## src/rtl/t07_scroll_sprite_gen.sv

```systemverilog
// t07_scroll_sprite_gen: side-scrolling sprite pixel generator.
// It draws a floor band, a jumping dino and NUM_CACTUS scrolling cacti.
// The three pixel outputs are registered one cycle after x/y.
// Optional feature macro: T07_COLLISION_EN.
// When it is defined, collide is a sticky flag that freezes all motion.
// When it is undefined, collide is tied low and no freeze logic is built.
//
// state  | meaning
// GROUND | dino on floor, jh = 0, waits for jump on frame_tick
// RISE   | jh grows by JUMP_STEP per frame_tick up to JUMP_H
// FALL   | jh shrinks by JUMP_STEP per frame_tick back to 0
module t07_scroll_sprite_gen #(
    parameter int NUM_CACTUS = 2,
    parameter int FLOOR_Y    = 150,
    parameter int DINO_X     = 20,
    parameter int DINO_W     = 20,
    parameter int DINO_H     = 40,
    parameter int CACTUS_W   = 20,
    parameter int CACTUS_H1  = 20,
    parameter int CACTUS_H2  = 40,
    parameter int CACTUS_X0  = 250,
    parameter int CACTUS_GAP = 60,
    parameter int X_MAX      = 319,
    parameter int SPEED      = 2,
    parameter int JUMP_H     = 60,
    parameter int JUMP_STEP  = 4
) (
    input  logic       clk,
    input  logic       nrst,
    input  logic [8:0] x,
    input  logic [7:0] y,
    input  logic       frame_tick,
    input  logic       run,
    input  logic       jump,
    output logic       r_floor,
    output logic       r_dino,
    output logic       r_cactus,
    output logic       collide
);

    localparam logic [1:0] GROUND = 2'd0;
    localparam logic [1:0] RISE   = 2'd1;
    localparam logic [1:0] FALL   = 2'd2;

    // Bound arithmetic is done in 10 bits so no sum can wrap.
    localparam logic [9:0] Y_LO    = 10'(FLOOR_Y + 1);
    localparam logic [9:0] Y_HI_EV = 10'(FLOOR_Y + 1 + CACTUS_H1);
    localparam logic [9:0] Y_HI_OD = 10'(FLOOR_Y + 1 + CACTUS_H2);
    localparam logic [9:0] DX_LO   = 10'(DINO_X);
    localparam logic [9:0] DX_HI   = 10'(DINO_X + DINO_W);

    logic [1:0] state_q, state_d;
    logic [7:0] jh_q, jh_d;
    logic [8:0] cx_q [NUM_CACTUS];
    logic [8:0] cx_d [NUM_CACTUS];
    logic [8:0] jh_sum;
    logic [9:0] x_w, y_w, dy_lo, dy_hi;
    logic       floor_c, dino_c, cactus_c;
    logic       upd;

    assign x_w   = {1'b0, x};
    assign y_w   = {2'b00, y};
    assign dy_lo = Y_LO + {2'b00, jh_q};
    assign dy_hi = dy_lo + 10'(DINO_H);

    // Pixel coverage from the current (pre-update) positions.
    always_comb begin
        floor_c  = (y_w <= 10'(FLOOR_Y));
        dino_c   = (x_w >= DX_LO) && (x_w <= DX_HI) && (y_w >= dy_lo) && (y_w <= dy_hi);
        cactus_c = 1'b0;
        for (int i = 0; i < NUM_CACTUS; i++) begin
            if ((x_w >= {1'b0, cx_q[i]}) &&
                (x_w <= ({1'b0, cx_q[i]} + 10'(CACTUS_W))) &&
                (y_w >= Y_LO) &&
                (y_w <= (((i % 2) == 0) ? Y_HI_EV : Y_HI_OD))) begin
                cactus_c = 1'b1;
            end
        end
    end

`ifdef T07_COLLISION_EN
    logic collide_q;

    // Sticky overlap flag; once set it freezes scrolling and jumping.
    always_ff @(posedge clk) begin
        if (!nrst) collide_q <= 1'b0;
        else       collide_q <= collide_q | (dino_c & cactus_c);
    end

    assign upd     = frame_tick & run & ~collide_q;
    assign collide = collide_q;
`else
    assign upd     = frame_tick & run;
    assign collide = 1'b0;
`endif

    assign jh_sum = {1'b0, jh_q} + 9'(JUMP_STEP);

    // Per-frame scroll of each cactus and jump FSM step.
    always_comb begin
        state_d = state_q;
        jh_d    = jh_q;
        for (int i = 0; i < NUM_CACTUS; i++) cx_d[i] = cx_q[i];
        if (upd) begin
            for (int i = 0; i < NUM_CACTUS; i++) begin
                if (cx_q[i] < 9'(SPEED)) cx_d[i] = 9'(X_MAX);
                else                     cx_d[i] = cx_q[i] - 9'(SPEED);
            end
            case (state_q)
                GROUND: begin
                    if (jump) state_d = RISE;
                end
                RISE: begin
                    if (jh_sum >= 9'(JUMP_H)) begin
                        jh_d    = 8'(JUMP_H);
                        state_d = FALL;
                    end else begin
                        jh_d = jh_sum[7:0];
                    end
                end
                FALL: begin
                    if (jh_q <= 8'(JUMP_STEP)) begin
                        jh_d    = 8'd0;
                        state_d = GROUND;
                    end else begin
                        jh_d = jh_q - 8'(JUMP_STEP);
                    end
                end
                default: begin
                    jh_d    = 8'd0;
                    state_d = GROUND;
                end
            endcase
        end
    end

    // State, positions and registered pixel outputs.
    always_ff @(posedge clk) begin
        if (!nrst) begin
            state_q  <= GROUND;
            jh_q     <= 8'd0;
            r_floor  <= 1'b0;
            r_dino   <= 1'b0;
            r_cactus <= 1'b0;
            for (int i = 0; i < NUM_CACTUS; i++) cx_q[i] <= 9'(CACTUS_X0 - i * CACTUS_GAP);
        end else begin
            state_q  <= state_d;
            jh_q     <= jh_d;
            r_floor  <= floor_c;
            r_dino   <= dino_c;
            r_cactus <= cactus_c;
            for (int i = 0; i < NUM_CACTUS; i++) cx_q[i] <= cx_d[i];
        end
    end

endmodule

```

## config.mk

```make
export PLATFORM = sky130hd
export DESIGN_NAME = t07_scroll_sprite_gen
export DESIGN_NICKNAME = d
export VERILOG_FILES = /design/src/rtl/t07_scroll_sprite_gen.sv
export SDC_FILE = /design/constraint.sdc
export NUM_CORES = 1
export LEC_CHECK = 0
export ABC_CLOCK_PERIOD_IN_PS = 6700
export CORE_ASPECT_RATIO = 0.75
export CORE_MARGIN = 1.5
export CORE_UTILIZATION = 40
export DETAILED_ROUTE_END_ITERATION = 10
export MAX_ROUTING_LAYER = met4
export PLACE_DENSITY = 0.69
export SKIP_CTS_REPAIR_TIMING = 1
export SLEW_MARGIN = 20
export SYNTH_ARGS = -nofsm -noshare
export SYNTH_HDL_FRONTEND = slang
export SYNTH_SLANG_ARGS = --single-unit
```

## constraint.sdc

```tcl
create_clock -name clk -period 6.7 [get_ports clk]
set_input_delay 1.34 -clock clk [delete_from_list [all_inputs] [get_ports clk]]
set_output_delay 1.34 -clock clk [all_outputs]
set_load 0.02 [all_outputs]
```

==> impl_results.md <==
- Outcome: complete, no violations
- Normalized max-slew margin: 51.5%
- Worst skew pair latency: 0.28 ns
- Crit-path slowest cell: clkdlybuf4s50_1
- Die Y: 79.2 um
- Per-cell routed wire length: 14.8 um
- Synth cell count leaders: 60 x ha_1, 33 x nand2_1, 29 x a21oi_1, 29 x dfxtp_1, 27 x inv_1
- Overflow after GRT: 0
- CP startpoint kind: primary input
- Routed met1 length: 4130 um
- P&R area growth vs syn: 13.2%
- Filler instances: 748
- HPWL after DPL: 5840 um
- Total iterations of the first detailed-routing run: 4
- Nets: 488
- Port bufs: 24
- Vias in the first global route: 2610
- Detailed Route WL: 7510 um
- Top layer in use: met4
- Synthesized Nets: 472
- First-pass GRT wire length: 12600 um
- Antenna Cells: 0
- IO Count: 26
- Register area share after synthesis: 18.7%
- Fin crit period: 3.02 ns
- Initial antenna violation count: 0
- Top-count cell post-synth: ha_1
- Antenna-violating nets left: 0
- DR iter-0 viols: 236
- Critical path endpoint category: flop
- Worst EP arrival: 3.20 ns
- Worst-case clock buffer depth: 2
- Worst path max stage delay: 0.64 ns
- YS warnings: 0
- EDFF count, synth: 0
- Clock transition at path regs: 0.08 ns
- Final Wtd Congestion: 0.931
- Ys async rst share: 0%
- Initial Util: 41.7%
- Synthesized area per cell: 7.95 um2
- Synth area leaders: ha_1 24%, dfxtp_1 19%, xnor2_1 5.1%
- Flop-to-flop setup slack: 3.82 ns
- Core Region: 7430 um2
- Met2 WL: 2850 um
- Unrepaired setup endpoints after global routing: no
- CTS Root Cell: clkbuf_8
- Design Area, Final: 3510 um2
- CTS tree: done
- Total track usage: 19.1%
- Max-cap violations: 0
- Die W: 105 um
- Wire length on met3: 503 um
- Leakage: 1.49 nW
- Fraction of layout cells with a size suffix above 1: 4.42%
- Period utilisation layout: 45.1%
- Endpoints failing setup: 0
- Yosys top cell by area: ha_1
- Max-slew violations: 0
- Die area: 8290 um2
- F_max: 331 MHz
- H-tree depth: 2
- Top cell by count, worst path: a21oi_1
- Hold Fails Final Rpt: 0
- Flops & latches, synth: 29
- Total CTS buffers: 5
- CTS sink cnt: 29
- Slew @ Worst Pin: 0.725 ns
- Vias per cell: 5.58
- Pwr dens: 133 nW/um2
- Mapped Area: 3100 um2
- Critical Path, Cell by Cell: clkdlybuf4s50_1 -> ha_1 -> nand4b_1 -> a21oi_1 -> o31ai_1 -> a211o_1 -> o211ai_1 -> a21oi_1
- TNS Setup: 0 ns
- Post-synth top area share: 24.2%
- Mapped Cells: 390
- Cell variety after synth: 60
- WS Path Type: primary input to flop
- Crit-path max FO: 6
- DRC errors left: 0
- # rows: 27
- Hold Crit Class: flop to flop
- Clock Skews: 0.00622 ns
- Largest net degree at the start of global routing: 30
- Critical path data required time: 6.87 ns
- Routed vias: 2837
- Cell area after placement: 3390 um2
- Most used flip-flop cell after synthesis: dfxtp_1
- Peak supply drop: 0.0000791 V
## critical path, delay by kind of cell
kind | cells | cell delay (ns)
compound gates | 5 | 0.70
buf+inv | 1 | 0.64
simple gates | 1 | 0.20
fa+ha+maj | 1 | 0.31
## logic make-up after synthesis
logic type      synth area share [%]
compound gates                  23.9
xor+xnor                        6.78
fa+ha+maj                       24.2
buf+inv                         6.17
flops                           18.7
mux                            0.323
other cells                    0.121
simple gates                    19.7
## final cells by class
| cell class | instances | area [um2] | share of cell area (%) |
|---|---|---|---|
| clock buffers | 6 | 82.6 | 2.35 |
| clock inverters | 2 | 37.5 | 1.07 |
| flip-flops and latches | 29 | 581 | 16.5 |
| multi-input cells | 317 | 2330 | 66.4 |
| well taps | 101 | 126 | 3.60 |
| inverters | 28 | 105 | 3.00 |
| repair buffers | 25 | 248 | 7.06 |
## power by group
part           internal (W)  leakage [nW]  switching (W)   total, W
clock              0.000121        0.0574      0.0000780   0.000199
combinational     0.0000403          1.20      0.0000470  0.0000873
sequential         0.000176         0.235     0.00000330   0.000179
## layer usage
metal,global-route usage [%],vias to the layer above
met5,-,-
met1,29.1,1283
li1,-,1464
met4,3.01,0
met2,25.9,85
met3,3.53,5
## registers in the layout, indices dropped and copies added, names as in the netlist
register  cells
cx_q         18
jh_q          6
state_q       2
r_cactus      1
r_dino        1
r_floor       1
## placed cells by master, fill, tap and decap left out, types with 4 or more instances in the layout
cell             count
clkdlybuf4s50_1     24
o31ai_1              4
a21oi_1             29
nand2b_1             4
nor2b_1              4
ha_1                60
clkbuf_8             6
and3_1               4
o21a_1               8
nand4_1             12
nor3_1               9
dfxtp_1             29
nand3_1             10
o21ai_0             18
o211ai_1             5
xnor2_1             18
a211oi_1             8
nor2_1              25
nor4_1               4
xor2_1               6
o21ai_1              7
nor3b_1              4
inv_1               27
nand2_1             33
o2111ai_1            7
## worst paths after layout
check / startpoint / end / cells past startpoint
setup / recovery: x[2] / r_cactus / 8
hold / removal: state_q[0] / state_q[0] / 2
setup reg to reg: jh_q[2] / r_dino / 11
hold reg to reg: state_q[0] / state_q[0] / 2
## through the flow
stage	power [W]	hold slack, ns	setup slack (ns)	utilization [%]	cells
final	0.000465	0.493	3.68	47.2	508
after global routing	0.000489	0.507	3.47	47.2	508
after CTS	0.000468	0.492	3.69	47.2	508
after detailed placement	0.000268	0.478	3.40	45.6	500
after global placement	0.000267	0.463	3.43	45.6	500
after floorplan	0.000235	0.445	4.13	-	390
(Power assumes the default switching activity.)
